==> src/rtl/cache_line_word_streamer_pkg.sv <==
// Shared widths, types and FSM states for the cache-line word streamer.
// Covers the line/word/offset/mask types and a single-bit-set helper for the last-word flag.
package cache_line_word_streamer_pkg;

  localparam int WORD_WIDTH   = 16;
  localparam int NUM_WORDS    = 8;
  localparam int OFFSET_WIDTH = $clog2(NUM_WORDS);
  localparam int LINE_WIDTH   = WORD_WIDTH * NUM_WORDS;

  typedef logic [WORD_WIDTH-1:0]   lc3b_word;
  typedef logic [OFFSET_WIDTH-1:0] cache_offset;
  typedef logic [LINE_WIDTH-1:0]   cache_line;
  typedef logic [NUM_WORDS-1:0]    cache_mask;

  typedef enum logic {
    ST_IDLE   = 1'b0,
    ST_STREAM = 1'b1
  } streamer_state_e;

  // True when exactly one bit of the mask is set.
  function automatic logic mask_is_single(input cache_mask m);
    return (m != '0) && ((m & (m - NUM_WORDS'(1))) == '0);
  endfunction

endpackage

==> src/rtl/cache_line_word_streamer_word_mask_scan.sv <==
// Rotating priority finder: returns the first set mask bit at or after i_base,
// wrapping modulo NUM_WORDS, as both an index and a one-hot vector.
module word_mask_scan
  import cache_line_word_streamer_pkg::*;
(
  input  logic [NUM_WORDS-1:0]    i_mask,
  input  logic [OFFSET_WIDTH-1:0] i_base,
  output logic                    o_found,
  output logic [OFFSET_WIDTH-1:0] o_idx,
  output logic [NUM_WORDS-1:0]    o_onehot
);

  logic [OFFSET_WIDTH-1:0] w_cand;

  always_comb begin
    o_found = 1'b0;
    o_idx   = '0;
    w_cand  = '0;
    for (int k = 0; k < NUM_WORDS; k++) begin
      // NUM_WORDS is a power of two, so the narrow add wraps for free.
      w_cand = i_base + OFFSET_WIDTH'(k);
      if (!o_found && i_mask[w_cand]) begin
        o_found = 1'b1;
        o_idx   = w_cand;
      end
    end
    o_onehot = o_found ? (NUM_WORDS'(1) << o_idx) : '0;
  end

endmodule

==> src/rtl/cache_line_word_streamer.sv <==
// Captures one cache line plus a word-select mask and streams the selected words
// in circular order from a critical-word offset, one per valid/ready handshake.
module cache_line_word_streamer
  import cache_line_word_streamer_pkg::*;
(
  input  logic                    i_clk,
  input  logic                    i_rst,
  input  logic                    i_line_valid,
  output logic                    o_line_ready,
  input  logic [LINE_WIDTH-1:0]   i_line_data,
  input  logic [NUM_WORDS-1:0]    i_line_mask,
  input  logic [OFFSET_WIDTH-1:0] i_start_offset,
  output logic                    o_word_valid,
  input  logic                    i_word_ready,
  output logic [WORD_WIDTH-1:0]   o_word_data,
  output logic [OFFSET_WIDTH-1:0] o_word_offset,
  output logic [NUM_WORDS-1:0]    o_word_onehot,
  output logic                    o_word_last,
  output logic                    o_busy
);

  streamer_state_e r_state, w_state_next;
  cache_line       r_line,  w_line_next;
  cache_mask       r_mask,  w_mask_next;
  cache_mask       r_onehot, w_onehot_next;
  cache_offset     r_ptr,   w_ptr_next;

  logic        w_load_found, w_adv_found;
  cache_offset w_load_idx,   w_adv_idx;
  cache_mask   w_load_onehot, w_adv_onehot;
  cache_mask   w_mask_cleared;
  cache_offset w_adv_base;
  lc3b_word    w_word_sel;
  logic        w_busy;

  assign w_mask_cleared = r_mask & ~r_onehot;
  assign w_adv_base     = r_ptr + OFFSET_WIDTH'(1);

  word_mask_scan u_load_scan (
    .i_mask   (i_line_mask),
    .i_base   (i_start_offset),
    .o_found  (w_load_found),
    .o_idx    (w_load_idx),
    .o_onehot (w_load_onehot)
  );

  word_mask_scan u_adv_scan (
    .i_mask   (w_mask_cleared),
    .i_base   (w_adv_base),
    .o_found  (w_adv_found),
    .o_idx    (w_adv_idx),
    .o_onehot (w_adv_onehot)
  );

  always_ff @(posedge i_clk) begin
    if (i_rst) begin
      r_state  <= ST_IDLE;
      r_line   <= '0;
      r_mask   <= '0;
      r_onehot <= '0;
      r_ptr    <= '0;
    end else begin
      r_state  <= w_state_next;
      r_line   <= w_line_next;
      r_mask   <= w_mask_next;
      r_onehot <= w_onehot_next;
      r_ptr    <= w_ptr_next;
    end
  end

  // An empty mask still consumes the line but never leaves IDLE.
  always_comb begin
    w_state_next  = r_state;
    w_line_next   = r_line;
    w_mask_next   = r_mask;
    w_onehot_next = r_onehot;
    w_ptr_next    = r_ptr;
    case (r_state)
      ST_IDLE: begin
        if (i_line_valid) begin
          w_line_next = i_line_data;
          if (w_load_found) begin
            w_mask_next   = i_line_mask;
            w_ptr_next    = w_load_idx;
            w_onehot_next = w_load_onehot;
            w_state_next  = ST_STREAM;
          end
        end
      end
      ST_STREAM: begin
        if (i_word_ready) begin
          w_mask_next = w_mask_cleared;
          if (w_adv_found) begin
            w_ptr_next    = w_adv_idx;
            w_onehot_next = w_adv_onehot;
          end else begin
            w_state_next = ST_IDLE;
          end
        end
      end
      default: w_state_next = ST_IDLE;
    endcase
  end

  always_comb begin
    w_word_sel = '0;
    for (int i = 0; i < NUM_WORDS; i++) begin
      if (r_ptr == OFFSET_WIDTH'(i)) w_word_sel = r_line[i*WORD_WIDTH +: WORD_WIDTH];
    end
  end

  // Word outputs read as zero outside STREAM so stale line contents never leak.
  assign w_busy        = (r_state == ST_STREAM);
  assign o_busy        = w_busy;
  assign o_line_ready  = ~w_busy;
  assign o_word_valid  = w_busy;
  assign o_word_data   = w_busy ? w_word_sel : '0;
  assign o_word_offset = w_busy ? r_ptr : '0;
  assign o_word_onehot = w_busy ? r_onehot : '0;
  assign o_word_last   = w_busy && mask_is_single(r_mask);

endmodule

==> config.mk <==
export PLATFORM = sky130hd
export DESIGN_NAME = cache_line_word_streamer
export DESIGN_NICKNAME = d
export VERILOG_FILES = /design/src/rtl/cache_line_word_streamer_pkg.sv /design/src/rtl/cache_line_word_streamer_word_mask_scan.sv /design/src/rtl/cache_line_word_streamer.sv
export SDC_FILE = /design/constraint.sdc
export NUM_CORES = 1
export LEC_CHECK = 0
export ABC_AREA = 1
export CORE_MARGIN = 2
export CORE_UTILIZATION = 40
export CTS_BUF_LIST = sky130_fd_sc_hd__clkbuf_16
export DETAILED_ROUTE_END_ITERATION = 10
export GPL_ROUTABILITY_DRIVEN = 0
export HOLD_SLACK_MARGIN = 0.03
export PLACE_DENSITY = 0.68
export SYNTH_ARGS = -nofsm -noshare
export SYNTH_HDL_FRONTEND = slang
export SYNTH_SLANG_ARGS = --single-unit
==> constraint.sdc <==
create_clock -name i_clk -period 5.64 [get_ports i_clk]
set_input_delay 0.564 -clock i_clk [delete_from_list [all_inputs] [get_ports i_clk]]
set_output_delay 0.564 -clock i_clk [all_outputs]
set_load 0.05 [all_outputs]
== Word level (Yosys, flattened, before mapping) ==
Index checks and enable logic that the tools add are counted.
Word-level totals
  bits of input ports: 143
  ROM bits: 0
  latch bits: 0
  RAM bits: 0
  output and inout bits: 31
  memories kept: 0
  logic and storage cells: 184
  register bits after elaboration: 148
Operators by class
  reductions and logical operators: 36
  multiplexer cells: 94
  magnitude comparators: 16
  multipliers: 0
  eq/ne operators: 11
  bitwise logic cells: 4
  divide/modulo/power cells: 0
  shifts and indexed selects: 2
  add/subtract/negate cells: 16
Operators with widths (number)
  2-to-1 mux 16 bit: 9
  < comparator 3 x 4 -> 1 bit (second input constant): 16
  2-to-1 mux 8 bit: 8
  2-to-1 mux 3 bit: 21
  binary-select mux 1 bit (select 3 bit): 16
  2-to-1 mux 1 bit: 36
  case mux 8 bit (2 select lines): 2
  adder 3 bit (second input constant): 8
  bitwise AND 8 bit: 2
  logical AND 1 bit: 16
  << shifter 1 x 3 -> 8 bit (first input constant): 2
  zero test 1 bit: 14
  adder 3 x 2 -> 3 bit (second input constant): 4
  == test 3 bit (second input constant): 4
  adder 3 x 1 -> 3 bit (second input constant): 3
  zero test 8 bit: 1
  inverter 8 bit: 1
  nonzero test 8 bit: 1
  subtractor 8 x 1 -> 8 bit (second input constant): 1
  == test 3 x 2 -> 1 bit (second input constant): 2
  case mux 3 bit (2 select lines): 1
  != test 2 x 1 -> 1 bit (second input constant): 2
  != test 2 bit (second input constant): 2
  AND reduction 4 bit: 1
  6 further kinds: 6

== Logic depth before layout (Yosys ltp) ==
Gate-level depths: netlist (run 1).
  depth after elaboration: 30
  gate-level depth with buffers: 22
  gate-level depth less buffers: 21

== Hierarchy ==
Synthesis (run 1) repeated with hierarchy kept, for this count alone.
Second synthesis, totals
  cell total of the unflattened synthesis: 1494
  area total of the unflattened synthesis: 9092.5 µm²
By module, submodules not included
  cache_line_word_streamer: area each 7300.8 µm², cells each 1156, times used 1
  word_mask_scan: area each 895.9 µm², cells each 169, times used 2

== Worst setup path before layout (run 1) ==
No wires, ideal clock.
  path type: register to output
  from: register r_state (netlist: o_busy)
  to: output o_word_last
  path slack: 1414 ps
  arrival: 3662 ps
  buffers on the path: 2
  cell stages (with the launch flop): 5
  cell sequence: dfxtp_1 -> clkbuf_1 -> clkbuf_1 -> o2111ai_1 -> a2111oi_0
On the way
  word-level cells in the longest chain between the ends: 1
RTL lines
  from (decl): line cache_line_word_streamer.sv:22  | streamer_state_e r_state, w_state_next;
  from (signal assigned): line cache_line_word_streamer.sv:63  | r_state <= w_state_next;
  logical AND 1 bit: line cache_line_word_streamer.sv:120  | assign o_word_last = w_busy && mask_is_single(r_mask);
  to (decl): line cache_line_word_streamer.sv:18  | output logic o_word_last,
Every way passes these cells.

== Worst setup path in the final report (run 1) ==
  from: register r_ptr[0]
  to: output o_word_data[9]
On the way
  word-level cells in the longest chain between the ends: 10
  elaborated cells between the ends (all ways): 17
  those cells by class: eq/ne (7); mux (9); reduce/logical (1)
RTL lines
  from (decl): line cache_line_word_streamer.sv:26  | cache_offset r_ptr, w_ptr_next;
  from (signal assigned): line cache_line_word_streamer.sv:67  | r_ptr <= w_ptr_next;
  zero test 3 bit: line cache_line_word_streamer.sv:108  | if (r_ptr == OFFSET_WIDTH'(i)) w_word_sel = r_line[i*WORD_WIDTH +: WORD_WIDTH];
  2-to-1 mux 16 bit (7 in a row): line cache_line_word_streamer.sv:108
  2-to-1 mux 16 bit (*): line cache_line_word_streamer.sv:108
  2-to-1 mux 16 bit (*): line cache_line_word_streamer.sv:117  | assign o_word_data = w_busy ? w_word_sel : '0;
  to (decl): line cache_line_word_streamer.sv:15  | output logic [WORD_WIDTH-1:0] o_word_data,
Every way passes the cells marked *; elsewhere a longest branch is shown, timed or not.

==> flow_metrics.py, run 1 <==
metrics = {
    "routing": {
        "first_pass_iters": 5,
        "ant_nets": 0,
        "drtIter0Drc": 899,
        "drc_errors": 0,
        "via_per_inst": 5.43,
        "num_vias": 8919,
        "wl_um": 27100,
        "detail_route.wl_per_cell_um": 16.5,
    },
    "worst_setup_path": {
        "max_stage_delay_ns": 0.84,
        "critPathCaptureType": "output pin",
        "worstPathMaxFanout": 27,
        "cp.arrival_ns": 4.08,
        "crit_start": "r_ptr[0]",
        "cp.required_ns": 5.08,
        "reg2reg_from": "r_ptr[0]",
        "critPathKind": "reg2out",
        "crit_chain": "inv_2, ha_1, buf_4, nand2_1, buf_4, o21ai_0, nand2_1, o211ai_1, nand3_1, o211ai_1, a31oi_1, clkdlybuf4s50_1",
        "cpMaxStageDelayCell": "clkdlybuf4s50_1",
        "critPathLaunchType": "flop",
    },
    "job": {
        "max-cap-violations": 0,
    },
    "timing": {
        "worstMarginPinSlew_ns": 1.01,
        "finalCritPeriodShare_pct": 82.4,
        "maxSlewHeadroom_pct": 32.5,
        "grt_setup_unrepaired": "false",
        "finalHoldViolCount": 0,
        "post-route-min-period_ns": 4.65,
        "finalClockSkew_ns": 0.00978,
        "max_freq_ghz": 0.215,
        "setup_violations": 0,
        "fin_ws_ns": 0.995,
        "fin_tns_setup_ns": 0,
        "slew_viol_final": 0,
    },
    "synth": {
        "async_reset_ff_share_pct": 0,
        "synth_area_um2": 8360,
        "synth_seq_cells": 148,
        "syn_avg_cell_area_um2": 6.72,
        "synth_flop_cell": "dfxtp_1",
        "synth-edff-count": 0,
        "syn_nets": 1396,
        "ys_types": 48,
        "synth_seq_area_share_pct": 35.4,
        "ys_warn_count": 0,
        "postSynthCellCount": 1244,
    },
    "hold_path": {
        "hp-class": "reg2reg",
        "hold_start": "r_line[40]",
    },
    "cells_and_area": {
        "drive_gt1_share_pct": 9.17,
        "mostFrequentLayoutCells": "288 x nor2_1, 173 x clkdlybuf4s50_1, 169 x o21ai_0",
        "layoutNonFillerInstCount": 1644,
        "area_growth_pct": 27.8,
        "fin_nets": 1513,
        "antenna_cells": 0,
        "mostFrequentLayoutCell": "nor2_1",
        "nFillCells": 2006,
        "utilization_pct": 52.5,
    },
    "power": {
        "power.leakage_nw": 4.56,
        "switching_share_pct": 42.4,
        "comb_power_share_pct": 43.2,
        "p_switching_mw": 1.75,
        "power_frac_seq_pct": 30.6,
        "p_clk_share_pct": 26.2,
        "p_int_mw": 2.37,
        "peakVddDrop_mv": 0.280,
        "total_power_mw": 4.12,
        "powerDensity_nw_per_um2": 386,
    },
    "die": {
        "std_cell_rows": 52,
        "ioPinCount": 174,
        "design.core.area_um2": 20400,
        "fp.dieW_um": 149,
        "fp.dieH_um": 149,
        "start_util_pct": 41.0,
        "die-area_um2": 22100,
    },
    "cts": {
        "root_buffer": "clkbuf_16",
        "clock_path_buffers": 2,
        "cts_hold_buf": 0,
        "cts_buffers": 17,
        "cts_max_level": 4,
        "cts_tree": "built",
        "numClockSinks": 148,
        "clk_pin_slew_worst_paths_ns": 0.06,
        "ctsResizeCount": 0,
        "clock_latency_ns": 0.43,
        "postCtsSetupBuffers": 0,
    },
    "grt": {
        "grt_overflow": 0,
        "track_usage_pct": 24.9,
        "first_global_vias": 8318,
        "grt_pass1_wl_um": 43500,
        "antenna_found_initial": 0,
        "grt_max_degree": 105,
    },
    "outcome": {
        "status": "complete, no violations",
    },
    "placed_design": {
        "dpl.cell_count": 1612,
        "hpwl_um": 19600,
        "preCtsSetupSlack_ns": 1.54,
        "io_buffers": 173,
    },
}
[path summary, 6_finish.rpt]
| check | end | cells past startpoint | slack, ns |
|---|---|---|---|
| hold / removal | r_line[40] | 2 | 0.51 |
| setup reg to reg | r_onehot[3] | 19 | 1.98 |
| hold reg to reg | r_line[40] | 2 | 0.51 |
| setup / recovery | o_word_data[9] | 12 | 0.99 |
[routing by layer]
metal  vias up  global-route usage [%]  part of all wire (%)  wire (um)
met5         -                       0                     0          0
met4         0                    9.14                   2.6        712
met3        46                    4.29                   6.8       1840
met2       357                    37.5                    44      11900
met1      4122                    35.6                    47      12600
li1       4394                       -                     -          -
[area by class of cell]
cell class | instances | area, um2 | share of cell area, %
clock buffers | 17 | 425 | 3.98
clock inverters | 15 | 131 | 1.23
inverters | 70 | 270 | 2.53
multi-input cells | 942 | 4760 | 44.5
flip-flops and latches | 148 | 2960 | 27.7
well taps | 270 | 338 | 3.16
repair buffers | 182 | 1800 | 16.8
[synth_stat cells, types with 2 or more instances]
master | instances | share of area (%)
ha_1 | 9 | 1.3
xnor2_1 | 2 | 0.21
clkbuf_1 | 64 | 2.9
inv_2 | 10 | 0.45
nand4_1 | 9 | 0.67
a21oi_1 | 5 | 0.30
o21ai_2 | 3 | 0.31
buf_1 | 7 | 0.31
nor2_8 | 2 | 0.48
inv_1 | 56 | 2.5
nand4_2 | 3 | 0.45
nand3_1 | 147 | 8.8
nor2_2 | 3 | 0.22
nand2_1 | 158 | 7.1
xnor2_2 | 2 | 0.39
a211oi_1 | 14 | 1.3
nor2_1 | 289 | 13
nor3_1 | 10 | 0.60
o21ai_1 | 3 | 0.18
dfxtp_1 | 148 | 35
a211oi_2 | 3 | 0.45
clkinv_1 | 2 | 0.090
nor2_4 | 4 | 0.54
inv_4 | 2 | 0.15
nand3_2 | 15 | 1.8
nand2_2 | 22 | 1.6
o211ai_1 | 32 | 2.9
buf_6 | 4 | 0.54
buf_4 | 4 | 0.36
buf_2 | 3 | 0.18
nand2_4 | 2 | 0.27
a31oi_1 | 16 | 1.2
xor2_2 | 2 | 0.39
o21ai_0 | 169 | 10
a21oi_2 | 7 | 0.73
[critical path, delay by kind of cell (launching register included)]
family	cells	cell delay, ns
buffers and inverters	4	1.64
DFF	1	0.67
and+or+nand+nor	3	0.39
AOI/OAI and AO/OA	4	0.67
adders and majority gates	1	0.28
[sequential cells by signal, summed over array words and instances, names as in the netlist]
name and flops:
r_mask 8, r_onehot 8, o_busy 1, r_line 128
r_ptr 3
[logic make-up (layout without fill, tap and decap cells)]
kind of cell	after synthesis	after routing	synth area share (%)
AOI/OAI and AO/OA	258	258	18.2
xor gates and xnor gates	7	7	1.09
adders and majority gates	9	9	1.35
buffers and inverters	154	284	7.75
DFF	148	148	35.4
and+or+nand+nor	668	668	36.2
[through the flow]
stage	hold WS, ns	area, um2
2_1_floorplan	0.472	8360
3_3_place_gp	0.488	10100
3_5_place_dp	0.491	10100
4_1_cts	0.511	10700
5_1_grt	0.544	10700
6_report	0.512	10700
[power groups by stage]
stage	Sequential, mW	Combinational (mW)	Clock, mW
floorplan	1.24	1.31	0
global placement	1.27	1.73	0
detailed placement	1.27	1.75	0
CTS	1.25	1.76	1.09
global route	1.27	1.96	1.14
finish	1.26	1.78	1.08
Note: power is estimated with default switching activity, not from simulation.
==> inputs of run 2 (changes only) <==
==> constraint.sdc (replaced) <==
create_clock -name i_clk -period 4.45 [get_ports i_clk]
set_input_delay 0.445 -clock i_clk [delete_from_list [all_inputs] [get_ports i_clk]]
set_output_delay 0.445 -clock i_clk [all_outputs]
set_load 0.05 [all_outputs]
==> run 2 against run 1 <==
  * Via count fell by 1.4%
  * Sequential power increased by 26%
  * Design area is 2.1% higher
  * Non-clock buffer count stayed put
==> flow_metrics.py, run 2 (synthesized netlist as in run 1, its figures left out) <==
metrics = {
    "outcome": {
        "status": "complete, no violations",
    },
    "routing": {
        "via_per_inst": 5.35,
        "drtIter0Drc": 745,
        "first_pass_iters": 6,
        "num_vias": 8794,
        "detail_route.wl_per_cell_um": 16.1,
        "wl_um": 26500,
        "drc_errors": 0,
        "ant_nets": 0,
    },
    "cts": {
        "clk_pin_slew_worst_paths_ns": 0.06,
        "postCtsSetupBuffers": 0,
        "clock_path_buffers": 2,
        "clock_latency_ns": 0.43,
        "root_buffer": "clkbuf_16",
        "cts_buffers": 17,
        "cts_tree": "built",
        "numClockSinks": 148,
        "cts_max_level": 4,
    },
    "die": {
        "fp.dieW_um": 149,
        "std_cell_rows": 52,
        "fp.dieH_um": 149,
        "design.core.area_um2": 20400,
        "ioPinCount": 174,
        "start_util_pct": 41.0,
        "die-area_um2": 22100,
    },
    "cells_and_area": {
        "fin_nets": 1513,
        "drive_gt1_share_pct": 10.7,
        "seq_area_um2": 2960,
        "layoutNonFillerInstCount": 1645,
        "reg.largest.list": "r_line (128), r_mask (8), r_onehot (8)",
        "stdcell_area_um2": 10900,
        "area_growth_pct": 30.4,
        "utilization_pct": 53.5,
        "largest_reg_flops": 128,
        "top_register": "r_line",
        "mostFrequentLayoutCell": "nor2_1",
        "mostFrequentLayoutCells": "287 x nor2_1, 169 x o21ai_0, 157 x clkdlybuf4s50_1",
        "nFillCells": 1982,
        "multi_input_area_um2": 4760,
    },
    "timing": {
        "finalHoldViolCount": 0,
        "grt_setup_unrepaired": "false",
        "fin_tns_setup_ns": 0,
        "finalClockSkew_ns": 0.00620,
        "slew_viol_final": 0,
        "finalCritPeriodShare_pct": 93.5,
        "setup_violations": 0,
        "max_freq_ghz": 0.240,
        "fin_ws_ns": 0.289,
        "worstMarginPinSlew_ns": 1.17,
        "post-route-min-period_ns": 4.16,
        "maxSlewHeadroom_pct": 21.9,
    },
    "grt": {
        "grt_pass1_wl_um": 42500,
        "first_global_vias": 8273,
        "track_usage_pct": 24.2,
        "antenna_found_initial": 1,
        "grt_max_degree": 129,
        "grt_overflow": 0,
    },
    "worst_setup_path": {
        "cp.arrival_ns": 3.72,
        "critPathKind": "reg2out",
        "crit_path_frequent_cell": "o211ai_1",
        "r2r_cells": 17,
        "critPathLaunchType": "flop",
        "cpMaxStageDelayCell": "inv_1",
        "critPathCaptureType": "output pin",
        "max_stage_delay_ns": 0.61,
        "worstPathMaxFanout": 32,
        "cp.required_ns": 4.01,
        "crit_chain": "buf_4, clkinv_1, ha_1, inv_1, o211ai_1, nand3_1, o211ai_1, a31oi_1, buf_12",
    },
    "placed_design": {
        "io_buffers": 173,
        "dpl.cell_count": 1612,
        "place_area_um2": 10300,
        "preCtsSetupSlack_ns": 0.742,
        "hpwl_um": 19100,
    },
    "job": {
        "max-cap-violations": 0,
    },
    "power": {
        "peakVddDrop_mv": 0.269,
        "power.leakage_nw": 4.65,
        "powerDensity_nw_per_um2": 496,
    },
    "hold_path": {
        "hold_depth": 2,
        "hp-class": "reg2reg",
    },
}
==> run 2: repair_timing <==
action / in CTS / in global routing
setup endpoints to repair: 0 / 13
resized for setup: 0 / 3
hold buffers: 0 / 0
==> run 2: power by group <==
| part | internal, mW | switching (mW) | leakage, nW | total (mW) |
|---|---|---|---|---|
| sequential | 1.47 | 0.123 | 1.23 | 1.59 |
| clock | 0.839 | 0.616 | 0.285 | 1.45 |
| combinational | 0.832 | 1.53 | 3.14 | 2.36 |
==> run 2: worst max-delay path, delay by kind of cell, from the launching register on <==
family	cells	cell delay [ns]
compound gates	3	0.72
fa+ha+maj	1	0.44
buf+inv	4	1.64
flops	1	0.31
simple gates	1	0.15
==> run 2: final cells by class <==
type | instances | share of cell area, %
multi-input combinational | 942 | 43.7
sequential | 148 | 27.2
timing repair buffer | 182 | 18.1
clock buffer | 17 | 3.90
tap | 270 | 3.10
inverter | 70 | 2.48
clock inverter | 15 | 1.54
antenna | 1 | 0.0230
==> run 2: stage by stage <==
| step | power (mW) | hold WS [ns] |
|---|---|---|
| after global routing | 5.73 | 0.540 |
| after global placement | 3.92 | 0.487 |
| after detailed placement | 3.94 | 0.490 |
| after floorplan | 3.23 | 0.472 |
| after CTS | 5.40 | 0.516 |
| final | 5.40 | 0.513 |
==> run 2: per-layer routing <==
metal / GRT usage, % / vias up / wire [um]
li1: - / 4385 / -
met1: 34.4 / 4076 / 12300
met2: 38.4 / 307 / 12500
met3: 3.93 / 26 / 1450
met4: 6.38 / 0 / 350
met5: 0 / - / 0
==> run 2: final timing paths <==
kind              startpoint         endpoint  slack (ns)
setup / recovery    r_ptr[2]  o_word_data[12]        0.29
hold / removal    r_line[54]       r_line[54]        0.51
setup reg to reg    r_ptr[2]      r_onehot[0]        0.73
hold reg to reg   r_line[54]       r_line[54]        0.51
==> inputs of run 3 (changes only) <==
--- a/config.mk
+++ b/config.mk
@@ -9,6 +9,7 @@
 export CORE_MARGIN = 2
 export CORE_UTILIZATION = 40
 export CTS_BUF_LIST = sky130_fd_sc_hd__clkbuf_16
+export CTS_CLUSTER_DIAMETER = 150
 export DETAILED_ROUTE_END_ITERATION = 10
 export GPL_ROUTABILITY_DRIVEN = 0
 export HOLD_SLACK_MARGIN = 0.03
==> results of run 3 <==
Final layout, timing and power as in run 2 (identical DEF).
==> edit: new RTL, config.mk and constraints of run 2 <==
Change the package constant `NUM_WORDS` from 8 to 16.
--- a/src/rtl/cache_line_word_streamer_pkg.sv
+++ b/src/rtl/cache_line_word_streamer_pkg.sv
@@ -5,3 +5,3 @@
   localparam int WORD_WIDTH   = 16;
-  localparam int NUM_WORDS    = 8;
+  localparam int NUM_WORDS    = 16;
   localparam int OFFSET_WIDTH = $clog2(NUM_WORDS);
Interface: changed (5 resized); port bits go from 174 to 320. No check against the original RTL was run, so the function may have changed too.
==> edit against run 2 <==
- total power up 74%
- cell count increased by 110%
- sequential cell count is 145 higher
- worst hold slack worse by 0.037 ns
- fmax decreased by 4.6%
- critical path depth increased by 11
- area after synthesis increased by 100%
- routed wire length increased by 130%
- final area is 100% higher
- worst setup slack worse by 0.20 ns
- non-clock buffer count grew 204
- clock power grew 62%
- critical path type unchanged
==> edit: results (changes against run 2) <==
syn nets=2,956 (+110%); Final nets=3,218 (+110%); initial drt markers=1,838 (+150%); worst-case headroom to the max-slew limit=0.226 (+0.00688); global-route wire length before repair=93,900 um (+120%); peak supply drop=318 uV (+18%); cell family with most CP delay=compound AO/OA/AOI/OAI gates; GRT Resource Usage Total=0.267 (+0.0245); worst-case reg-to-reg path depth=26 (+9); Post-CTS Repair Setup Buffers=1 (+1); via count of the first global-routing pass=17,700 (+110%); outcome=finished clean; Top Registers=r_line (256), r_mask (16), r_onehot (16); quantity of gates resized following cts=12 (+12); fraction of layout cells with a size suffix above 1=0.0882 (-0.0188); worst clock skew=0.0112 ns (+0.00501 ns); maximum number of pins on one net before global-route repair=257 (+99%); deepest clock path buffer count=3 (+1); total wire length=61,000 um (+130%); highest cell delay on the worst timing path=0.34 ns (-0.27 ns); Inserted Clock Buffers=31 (+14); CTS H-Tree Depth=1 (-3); sequential cell area fraction in the yosys report=0.349 (-0.00542); setup slack at placement=-0.0973 ns (-0.840 ns); cell types occupying the most area after synthesis=sky130_fd_sc_hd__dfxtp_1, sky130_fd_sc_hd__nor2_1, sky130_fd_sc_hd__o21ai_0; source of the critical timing path=r_ptr[1]; Critical Path Slowest Stage Cell=sky130_fd_sc_hd__dfxtp_2; total half-perimeter wirelength after legalization and detailed placement=45,800 um (+140%)
edit: cell count changes in the layout (fill, tap and decap cells not counted), moves of 58 or more:
| cell | delta |
|---|---|
| sky130_fd_sc_hd__o21ai_0 | +170 |
| sky130_fd_sc_hd__clkdlybuf4s50_1 | +145 |
| sky130_fd_sc_hd__inv_1 | +84 |
| sky130_fd_sc_hd__nand2_1 | +282 |
| sky130_fd_sc_hd__a21oi_1 | +58 |
| sky130_fd_sc_hd__nor2_1 | +379 |
| sky130_fd_sc_hd__nand3_1 | +127 |
| sky130_fd_sc_hd__dfxtp_1 | +142 |
edit: area by class of cell:
class                   count  area (um2)  area share
well taps                 539         674      0.0308
diodes                      2        5.00    0.000229
multi-input cells        2058        9870       0.452
repair inverters            1        7.51    0.000343
inverters                 156         623      0.0285
clock buffers              31         776      0.0355
clock inverters            22         121     0.00555
flip-flops and latches    293        5870       0.269
repair buffers            386        3910       0.179
edit: how the worst min path moves through the flow:
stage | end | depth (start not counted) | slack [ns] | from
floorplan | r_line[100] | 2 | 0.45 | r_line[100]
global placement | r_line[244] | 2 | 0.46 | r_line[244]
detailed placement | r_line[111] | 2 | 0.46 | r_line[111]
CTS | r_line[234] | 3 | 0.48 | i_line_data[234]
global route | r_line[234] | 3 | 0.49 | i_line_data[234]
finish | r_line[35] | 2 | 0.48 | r_line[35]
edit: power by group through the flow:
| stage | logic [W] | registers [W] | clock network, W |
|---|---|---|---|
| CTS | 0.00385 | 0.00299 | 0.00238 |
| global placement | 0.00377 | 0.00304 | 0 |
| detailed placement | 0.00382 | 0.00304 | 0 |
| floorplan | 0.00252 | 0.00300 | 0 |
| global route | 0.00442 | 0.00302 | 0.00249 |
| finish | 0.00406 | 0.00300 | 0.00235 |
edit: per-layer routing:
metal / vias up / track usage / wire (um)
met5: - / 0 / 0
met2: 819 / 0.463 / 29100
met3: 158 / 0.0263 / 4060
li1: 9310 / - / -
met1: 8667 / 0.348 / 25600
met4: 0 / 0.0874 / 2300
edit: logic make-up after synthesis:
family                   Yosys count  synth area share
AO/OA/AOI/OAI                    558             0.182
flip-flops                       293             0.349
multiplexers                       4           0.00238
buffers and inverters            314            0.0764
AND/OR/NAND/NOR                 1473             0.373
adder cells (fa/ha/maj)           11           0.00819
XOR/XNOR                          12           0.00916
edit: metrics by stage:
| stage | total power, W | TNS [ns] | cells | instance area [um2] |
|---|---|---|---|---|
| 2_1_floorplan | 0.00552 | 0 | 2665 | 16800 |
| 3_3_place_gp | 0.00680 | 0 | 3416 | 20600 |
| 3_5_place_dp | 0.00687 | -0.912 | 3416 | 20600 |
| 4_1_cts | 0.00922 | 0 | 3470 | 21500 |
| 5_1_grt | 0.00993 | -0.193 | 3488 | 21900 |
| 6_report | 0.00940 | 0 | 3488 | 21900 |
